$ cat config.mk
export PLATFORM = sky130hd
export DESIGN_NAME = reg_bank_param_flat
export DESIGN_NICKNAME = d
export VERILOG_FILES = /design/src/rtl/reg_bank_param_if.sv /design/src/rtl/reg_bank_param.sv /design/src/flat_wrapper.sv
export SDC_FILE = /design/constraint.sdc
export NUM_CORES = 1
export LEC_CHECK = 0
export BUFFER_PORTS_ARGS = -buffer_cell sky130_fd_sc_hd__buf_2
export CORE_AREA = 8 8 209 211
export CTS_CLUSTER_SIZE = 30
export DETAILED_ROUTE_END_ITERATION = 8
export DIE_AREA = 0 0 217 219
export GPL_TIMING_DRIVEN = 1
export PLACE_DENSITY_LB_ADDON = 0.12
export SLEW_MARGIN = 15
export SYNTH_ARGS = -nofsm -noshare
export SYNTH_HDL_FRONTEND = slang
export SYNTH_SLANG_ARGS = --single-unit
$ cat constraint.sdc
create_clock -name clk -period 2.1 [get_ports clk]
set_clock_uncertainty 0.1 [all_clocks]
set_input_delay 0.105 -clock clk [delete_from_list [all_inputs] [get_ports clk]]
set_output_delay 0.105 -clock clk [all_outputs]
set_load 0.05 [all_outputs]
$ cat src/rtl/reg_bank_param_if.sv
`default_nettype none
// ============================================================================
//  Module   : reg_bank_param_if
//  Purpose  : Bus bundle between the register bank and its users. It carries
//             NRD read ports and one write port, plus the written-since-reset
//             bitmap.
//  Signals  : rd_en    [NRD]        per-port read request        (master->slave)
//             rd_addr  [NRD*AW]     packed read addresses        (master->slave)
//             rd_data  [NRD*WIDTH]  packed registered read data  (slave->master)
//             rd_valid [NRD]        rd_data slice updated        (slave->master)
//             wr_en                 write request                (master->slave)
//             wr_addr  [AW]         write address                (master->slave)
//             wr_data  [WIDTH]      write data                   (master->slave)
//             written  [DEPTH]      written-since-reset bitmap   (slave->master)
//  Revision : 1.0  initial release
// ============================================================================
interface reg_bank_param_if #(
  parameter int WIDTH = 32,
  parameter int DEPTH = 8,
  parameter int NRD   = 2
);
  localparam int AW = $clog2(DEPTH);

  logic [NRD-1:0]       rd_en;
  logic [NRD*AW-1:0]    rd_addr;
  logic [NRD*WIDTH-1:0] rd_data;
  logic [NRD-1:0]       rd_valid;
  logic                 wr_en;
  logic [AW-1:0]        wr_addr;
  logic [WIDTH-1:0]     wr_data;
  logic [DEPTH-1:0]     written;

  // Requesting side (decode / write-back)
  modport master (
    output rd_en, rd_addr, wr_en, wr_addr, wr_data,
    input  rd_data, rd_valid, written
  );

  // Register bank side
  modport slave (
    input  rd_en, rd_addr, wr_en, wr_addr, wr_data,
    output rd_data, rd_valid, written
  );
endinterface
`default_nettype wire

$ cat src/rtl/reg_bank_param.sv
`default_nettype none
// ============================================================================
//  Module   : reg_bank_param
//  Purpose  : Parametrised register bank with NRD registered read ports and a
//             single write port. Reads have one cycle of latency and see a
//             write issued on the same edge (write-to-read bypass). Register 0
//             can optionally be hardwired to zero. A per-register bitmap
//             records which registers have been written since reset.
//  Ports    : clk  - clock, all state updates on the rising edge
//             rst  - synchronous, active-high reset
//             bus  - reg_bank_param_if.slave (read ports, write port, bitmap)
//  Params   : WIDTH, DEPTH (power of two, >=2), NRD (1..4), ZERO_R0,
//             RST_VAL (packed reset image, reg i = RST_VAL[i*WIDTH +: WIDTH])
//  Revision : 1.0  initial release
// ============================================================================
module reg_bank_param #(
  parameter int                     WIDTH   = 32,
  parameter int                     DEPTH   = 8,
  parameter int                     NRD     = 2,
  parameter int                     ZERO_R0 = 0,
  parameter logic [DEPTH*WIDTH-1:0] RST_VAL = '0
) (
  input  logic                 clk,
  input  logic                 rst,
  reg_bank_param_if.slave      bus
);

  localparam int AW = $clog2(DEPTH);

  // --------------------------------------------------------------------------
  // State
  // --------------------------------------------------------------------------
  logic [WIDTH-1:0]     regs_q [DEPTH];
  logic [WIDTH-1:0]     regs_d [DEPTH];
  logic [DEPTH-1:0]     written_q;
  logic [DEPTH-1:0]     written_d;
  logic [NRD*WIDTH-1:0] rd_data_q;
  logic [NRD*WIDTH-1:0] rd_data_d;
  logic [NRD-1:0]       rd_valid_q;
  logic [NRD-1:0]       rd_valid_d;

  // A write "lands" unless it targets the hardwired-zero register. The same
  // qualified strobe drives storage, the bitmap and the bypass path, so a
  // dropped write can never leak through any of them.
  logic wr_fire;
  assign wr_fire = bus.wr_en && !((ZERO_R0 != 0) && (bus.wr_addr == '0));

  // Reset image for one register; the hardwired-zero register ignores RST_VAL.
  function automatic logic [WIDTH-1:0] rst_word(input int idx);
    if ((ZERO_R0 != 0) && (idx == 0)) begin
      return '0;
    end
    return RST_VAL[idx*WIDTH +: WIDTH];
  endfunction

  // --------------------------------------------------------------------------
  // Write path: next-state of storage and written bitmap
  // --------------------------------------------------------------------------
  always_comb begin
    for (int i = 0; i < DEPTH; i++) begin
      regs_d[i] = regs_q[i];
    end
    written_d = written_q;
    if (wr_fire) begin
      regs_d[bus.wr_addr]    = bus.wr_data;
      written_d[bus.wr_addr] = 1'b1;
    end
  end

  // --------------------------------------------------------------------------
  // Read path: one independent mux per port
  // --------------------------------------------------------------------------
  for (genvar p = 0; p < NRD; p++) begin : g_rd_port
    logic [AW-1:0]    addr;
    logic             is_zero_reg;
    logic             bypass;
    logic [WIDTH-1:0] word;

    assign addr        = bus.rd_addr[p*AW +: AW];
    assign is_zero_reg = (ZERO_R0 != 0) && (addr == '0);
    // Storage still holds the old value on this edge, so the in-flight
    // write data is forwarded to keep read-after-write coherent.
    assign bypass      = wr_fire && (addr == bus.wr_addr);
    assign word        = is_zero_reg ? '0
                       : bypass      ? bus.wr_data
                       :               regs_q[addr];

    // Idle ports keep their last delivered value.
    assign rd_data_d[p*WIDTH +: WIDTH] = bus.rd_en[p] ? word
                                                      : rd_data_q[p*WIDTH +: WIDTH];
  end

  assign rd_valid_d = bus.rd_en;

  // --------------------------------------------------------------------------
  // Registers. Reset has priority, so reads and writes presented in a reset
  // cycle are discarded.
  // --------------------------------------------------------------------------
  always_ff @(posedge clk) begin
    if (rst) begin
      for (int i = 0; i < DEPTH; i++) begin
        regs_q[i] <= rst_word(i);
      end
      written_q  <= '0;
      rd_data_q  <= '0;
      rd_valid_q <= '0;
    end else begin
      for (int i = 0; i < DEPTH; i++) begin
        regs_q[i] <= regs_d[i];
      end
      written_q  <= written_d;
      rd_data_q  <= rd_data_d;
      rd_valid_q <= rd_valid_d;
    end
  end

  // --------------------------------------------------------------------------
  // Outputs
  // --------------------------------------------------------------------------
  assign bus.rd_data  = rd_data_q;
  assign bus.rd_valid = rd_valid_q;
  assign bus.written  = written_q;

endmodule
`default_nettype wire

$ cat src/flat_wrapper.sv
// flat-port wrapper written by rule: the top's interface ports become plain ports
module reg_bank_param_flat 
#(
  parameter int                     WIDTH   = 32,
  parameter int                     DEPTH   = 8,
  parameter int                     NRD     = 2,
  parameter int                     ZERO_R0 = 0,
  parameter logic [DEPTH*WIDTH-1:0] RST_VAL = '0
)
  (clk, rst, bus_rd_en, bus_rd_addr, bus_wr_en, bus_wr_addr, bus_wr_data, bus_rd_data, bus_rd_valid, bus_written);
  reg_bank_param_if #(.WIDTH(WIDTH), .DEPTH(DEPTH), .NRD(NRD)) bus_i ();
  input  logic clk;
  input  logic rst;
  input wire logic [$bits(bus_i.rd_en)-1:0] bus_rd_en;
  input wire logic [$bits(bus_i.rd_addr)-1:0] bus_rd_addr;
  input wire logic [$bits(bus_i.wr_en)-1:0] bus_wr_en;
  input wire logic [$bits(bus_i.wr_addr)-1:0] bus_wr_addr;
  input wire logic [$bits(bus_i.wr_data)-1:0] bus_wr_data;
  output wire logic [$bits(bus_i.rd_data)-1:0] bus_rd_data;
  output wire logic [$bits(bus_i.rd_valid)-1:0] bus_rd_valid;
  output wire logic [$bits(bus_i.written)-1:0] bus_written;
  assign bus_i.rd_en = bus_rd_en;
  assign bus_i.rd_addr = bus_rd_addr;
  assign bus_i.wr_en = bus_wr_en;
  assign bus_i.wr_addr = bus_wr_addr;
  assign bus_i.wr_data = bus_wr_data;
  assign bus_rd_data = bus_i.rd_data;
  assign bus_rd_valid = bus_i.rd_valid;
  assign bus_written = bus_i.written;
  reg_bank_param #(.WIDTH(WIDTH), .DEPTH(DEPTH), .NRD(NRD), .ZERO_R0(ZERO_R0), .RST_VAL(RST_VAL)) u_core (.clk(clk), .rst(rst), .bus(bus_i));
endmodule
==> impl_metrics.yaml, run 1 <==
drt:
  num_vias: 12900
  ant_nets: 0
  drt-initial-drc-count: 1151
  wl_per_cell_um: 22.8
  first_pass_iters: 6
  routed_wl_mm: 53.0
  drc_errors: 0
  routed_via_density: 5.58
cells_and_area:
  final_util_pct: 46.5
  drive_above_1_share_pct: 24.9
  area_growth_syn_to_layout_pct: 18.3
  layoutNonFillerInstCount: 2322
  nets: 1804
  nFillCells: 3927
  seq_area_um2: 6610
  multiInputGateArea_um2: 8350
clock_network:
  numCtsBuffers: 39
  clk_latency_ps: 540
  cts_sinks: 330
  clkTransAtPathRegs_ps: 60
  clk_path_buf_depth: 3
  cts_root_buf: "clkbuf_16"
  ctsResizeCount: 0
  htreeDepth: 2
  cts_setup_buffers: 0
  hold_buffers: 35
  tritoncts: "built"
power:
  ir_drop_uv: 402
  power_per_cell_area_nw_per_um2: 787
  power.total_w: 0.0148
  power_leakage_nw: 6.77
sta:
  period_share_pct: 82.7
  fin_tns_setup_ps: 0
  rsz0062_at_grt: "false"
  final_max_slew_viol_count: 0
  finalHoldViolCount: 0
  holdWs_ps: 74.8
  period_needed_ps: 1740
  setup_violations: 0
  tightest_slew_ps: 847
  slew_headroom_pct: 43.5
  clock.fmax_mhz: 576
worst_setup_path:
  cp.arrival_ps: 2080
  crit_family: "buffers and inverters"
  path_cells: "dlygate4sd3_1 -> clkbuf_8 -> nand3b_1 -> or4_2 -> buf_12 -> o221ai_1"
  worst-path-buf-inv: 3
  cp_slowest_stage_delay_ps: 600
  cp-start-kind: "primary input"
  crit_path_max_fanout: 32
  crit_type: "in -> reg"
  crit_slowest_cell: "or4_2"
  worstSetupEndpointType: "flop"
  worstPathRequired_ps: 2440
yosys:
  yosys_warnings: 0
  ys_seq_area_share_pct: 41.7
  syn_area_per_cell_um2: 9.42
  netlist_instances: 1684
  syn_nets: 1730
  ys_ff_latch: 330
  synth_cell_types: 29
  synth_area_um2: 15900
floorplanning:
  core_area_um2: 40400
  rows: 74
  die_area_um2: 47500
  fp.dieH_um: 219
  die_x_um: 217
  top_level_ports: 120
  start_util_pct: 39.3
flow_run:
  cap_viol_max_count: 0
placement:
  gp_congestion: 0.746
  placedCellCount: 2214
  place.port_buffers: 119
  dp_hpwl_mm: 29.5
global_route:
  grt_pass1_vias: 13100
  antenna_found_initial: 3
  grt_start_max_net_pins: 138
  grt.total_usage_pct: 22.2
  overflow: 0
  grt_pass1_wl_mm: 81.5
min_path:
  hold_class: "in -> reg"
run_status:
  status: "complete, no violations"
sequential cells by signal, summed over array words and instances (netlist names):
signal	flops
u_core.regs_q	256
u_core.bus.written	8
u_core.bus.rd_data	64
u_core.bus.rd_valid	2
power breakdown:
| group | internal (W) | switching, W | total [W] |
|---|---|---|---|
| Clock | 0.00405 | 0.00271 | 0.00675 |
| Sequential | 0.00640 | 0.0000922 | 0.00649 |
| Combinational | 0.000541 | 0.000981 | 0.00152 |
layer usage:
layer,wire length [µm],GRT usage (%)
met5,8,0
met1,23800,30.1
met3,3110,4.21
met2,25000,35.9
met4,1190,6.18
path summary, 6_finish.rpt:
check | start | to | slack, ps | cells after the start
setup / recovery | rst | u_core.bus.rd_data[60] | 360 | 6
hold / removal | bus_rd_en[1] | u_core.bus.rd_data[48] | 70 | 5
setup reg to reg | u_core.regs_q[7][31] | u_core.bus.rd_data[31] | 610 | 3
hold reg to reg | u_core.bus.rd_data[4] | u_core.bus.rd_data[4] | 360 | 2
synth_stat cells:
cell / instances / area, µm²
nand2_1: 576 / 2160
dfxtp_1: 330 / 6610
a21oi_1: 256 / 1280
mux4_2: 128 / 2880
clkbuf_1: 104 / 390
mux2i_1: 64 / 641
o221ai_2: 60 / 901
buf_2: 49 / 245
inv_1: 33 / 124
nor2_1: 18 / 67.6
buf_1: 14 / 52.6
buf_4: 10 / 75.1
buf_6: 8 / 90.1
xor2_1: 6 / 52.6
o221ai_1: 4 / 35.0
and4b_1: 3 / 30.0
nand4b_1: 3 / 26.3
nand4bb_1: 3 / 33.8
nand3b_1: 2 / 15.0
nor2b_1: 2 / 12.5
nor4bb_1: 2 / 20.0
or4_1: 2 / 15.0
and4_1: 1 / 8.76
and4bb_2: 1 / 12.5
nand4_1: 1 / 6.26
nor4b_2: 1 / 15.0
o41ai_2: 1 / 16.3
o41ai_4: 1 / 27.5
or4b_2: 1 / 10.0
cells in the final DEF (no fill, tap or decap):
| cell type | count |
|---|---|
| nand4_1 | 1 |
| nor4bb_4 | 2 |
| clkinv_2 | 9 |
| and4b_1 | 3 |
| xor2_1 | 6 |
| clkbuf_16 | 41 |
| a21oi_1 | 256 |
| buf_2 | 116 |
| nand4b_1 | 3 |
| or4b_2 | 1 |
| nor2_1 | 16 |
| clkbuf_8 | 11 |
| and4_1 | 1 |
| nand3b_1 | 2 |
| nor2b_1 | 2 |
| nand2_1 | 576 |
| dlygate4sd3_1 | 35 |
| o221ai_2 | 60 |
| nand4bb_2 | 3 |
| o41ai_4 | 2 |
| nor4b_4 | 1 |
| bufinv_16 | 1 |
| diode_2 | 2 |
| dfxtp_1 | 330 |
| nor2_4 | 2 |
| buf_4 | 43 |
| and4bb_2 | 1 |
| o221ai_1 | 4 |
| clkbuf_1 | 10 |
| buf_12 | 23 |
| or4_2 | 2 |
| inv_1 | 33 |
| mux2i_1 | 64 |
| mux4_2 | 128 |
worst register-to-register path: stages (launching register included):
cell,delay [ps]
dfxtp_1,320
mux4_2,460
mux2i_1,300
o221ai_1,180
area by class of cell:
| class | instances | share of cell area [%] |
|---|---|---|
| Clock buffer | 61 | 6.40 |
| Sequential cell | 330 | 35.2 |
| Multi-Input combinational cell | 1136 | 44.5 |
| Clock inverter | 10 | 0.400 |
| Antenna cell | 2 | 0.0267 |
| Inverter | 33 | 0.660 |
| Tap cell | 532 | 3.55 |
| Timing Repair Buffer | 218 | 9.21 |
per-stage QoR:
stage / instance area (µm²) / setup slack, ps
after floorplan: 15900 / 520
after global placement: 17100 / 290
after detailed placement: 17100 / 273
after CTS: 18800 / 391
after global routing: 18800 / 357
final: 18800 / 364
cell families (layout without fill, tap and decap cells):
group | Yosys count | in the layout | share of synthesized area (%)
flops | 330 | 330 | 41.7
simple gates | 616 | 616 | 15.4
mux | 192 | 192 | 22.2
buf+inv | 218 | 322 | 6.16
xor+xnor | 6 | 6 | 0.331
other cells | 0 | 2 | 0
compound gates | 322 | 322 | 14.3
Power figures use the tool's default switching activity.
==> run 2: changes to the inputs <==
Clock period 2.1 ns to 1.8 ns, I/O delays scaled along.
==> impl_metrics.yaml, run 2 (same netlist as run 1, synthesis figures left out) <==
worst_setup_path:
  cp-start-kind: "primary input"
  ff2ff_setup_slack_ps: 350
  crit_type: "in -> reg"
  worstSetupEndpointType: "flop"
  r2r_start: "u_core.regs_q[7][31]"
  worstPathRequired_ps: 2150
  reg2reg_depth: 3
  r2r-end: "u_core.bus.rd_data[31]"
  crit_path_max_fanout: 32
  cp.arrival_ps: 2050
drt:
  num_vias: 12800
  routed_via_density: 5.53
  routed_wl_mm: 52.1
  first_pass_iters: 5
  drc_errors: 0
  drt-initial-drc-count: 1030
  wl_per_cell_um: 22.5
  ant_nets: 0
sta:
  period_share_pct: 94.5
  finalHoldViolCount: 0
  fin_tns_setup_ps: 0
  clock.fmax_mhz: 588
  setup_violations: 0
  rsz0062_at_grt: "false"
  tightest_slew_ps: 969
  slew_headroom_pct: 35.4
  holdWs_ps: 65.3
  period_needed_ps: 1700
  final_max_slew_viol_count: 0
floorplanning:
  top_level_ports: 120
  fp.dieH_um: 219
  core_area_um2: 40400
  die_x_um: 217
  start_util_pct: 39.3
  rows: 74
  die_area_um2: 47500
cells_and_area:
  regMostFlops: "u_core.regs_q"
  drive_above_1_share_pct: 24.7
  layout_common_cells: "576 x nand2_1, 330 x dfxtp_1, 256 x a21oi_1, 128 x mux4_2, 116 x buf_2"
  final_common_cell: "nand2_1"
  design_area_um2: 18900
  largest_register_ffs: 256
  nets: 1801
  area_growth_syn_to_layout_pct: 19.2
min_path:
  hold_end: "u_core.bus.rd_data[44]"
  hp-start: "bus_rd_en[1]"
  min_path_cells: 5
  hold_class: "in -> reg"
placement:
  gp_congestion: 0.767
  place_area_um2: 17300
  dp_hpwl_mm: 28.7
  place.port_buffers: 119
clock_network:
  clk_latency_ps: 530
  numCtsBuffers: 37
  ctsResizeCount: 0
  cts_setup_buffers: 0
  clkTransAtPathRegs_ps: 60
  clk_path_buf_depth: 3
  tritoncts: "built"
  cts_sinks: 330
  htreeDepth: 2
  cts_root_buf: "clkbuf_16"
  hold_buffers: 35
run_status:
  status: "complete, no violations"
flow_run:
  cap_viol_max_count: 0
power:
  power_per_cell_area_nw_per_um2: 917
  ir_drop_uv: 661
  power_leakage_nw: 6.81
global_route:
  grt_pass1_vias: 13000
  grt_pass1_wl_mm: 79.5
  overflow: 0
  grt.total_usage_pct: 21.7
  antenna_found_initial: 3
  grt_start_max_net_pins: 197
[run 2: changes by cell type in the layout (fill, tap and decap cells not counted)]
cell and delta:
clkbuf_16 -2, bufinv_16 +3, inv_6 +1, clkbuf_1 -1, buf_4 -14, buf_12 +13
diode_2 -1, clkbuf_8 -2, clkinv_2 -5
[run 2: power by group]
part | total, W | leakage (nW) | switching [W] | internal [W]
clock network | 0.00796 | 0.625 | 0.00310 | 0.00486
logic | 0.00180 | 3.52 | 0.00114 | 0.000665
registers | 0.00758 | 2.67 | 0.000107 | 0.00747
total | 0.0173 | 6.81 | 0.00434 | 0.0130
[run 2: worst max-delay path: stages]
cell and delay (ps):
dlygate4sd3_1 540, clkbuf_8 160, nand3b_1 160, or4_2 610
buf_12 250, o221ai_1 210
[run 2: worst max-delay path by stage]
stage                     slack, ps            from  cells after the start                endpoint
after floorplan                 230  bus_rd_addr[4]                      5  u_core.bus.rd_data[39]
after detailed placement         -4  bus_wr_addr[1]                      5  u_core.bus.rd_data[60]
after global routing             80             rst                      6  u_core.bus.rd_data[32]
after CTS                       140             rst                      6  u_core.bus.rd_data[60]
after global placement           30  bus_rd_addr[0]                      5  u_core.bus.rd_data[10]
final                           100             rst                      6  u_core.bus.rd_data[60]
[run 2: layer usage]
| layer | global-route usage, % | share of wire (%) | up-vias |
|---|---|---|---|
| met2 | 35.7 | 47 | 425 |
| met4 | 6.72 | 2.7 | 4 |
| met5 | 0 | 0.031 | - |
| li1 | - | - | 5985 |
| met1 | 29.0 | 43 | 6290 |
| met3 | 3.47 | 6.5 | 96 |
[run 2: final cells by class]
| class | count | area (µm²) |
|---|---|---|
| fill | 3857 | 21500 |
| multi-input combinational | 1136 | 8350 |
| sequential | 330 | 6610 |
| timing repair buffer | 217 | 1880 |
| clock buffer | 56 | 1120 |
| tap | 532 | 666 |
| clock inverter | 9 | 149 |
| inverter | 33 | 124 |
| antenna | 1 | 2.50 |
[run 2: stage by stage]
stage	worst slack, ps	instances	total power [W]	util [%]
2_1_floorplan	235	1684	0.00886	-
3_3_place_gp	31.8	2213	0.00946	42.8
4_1_cts	140	2313	0.0175	46.8
3_5_place_dp	-4.17	2213	0.00949	42.8
6_report	99.6	2314	0.0173	46.8
5_1_grt	82.1	2314	0.0179	46.8
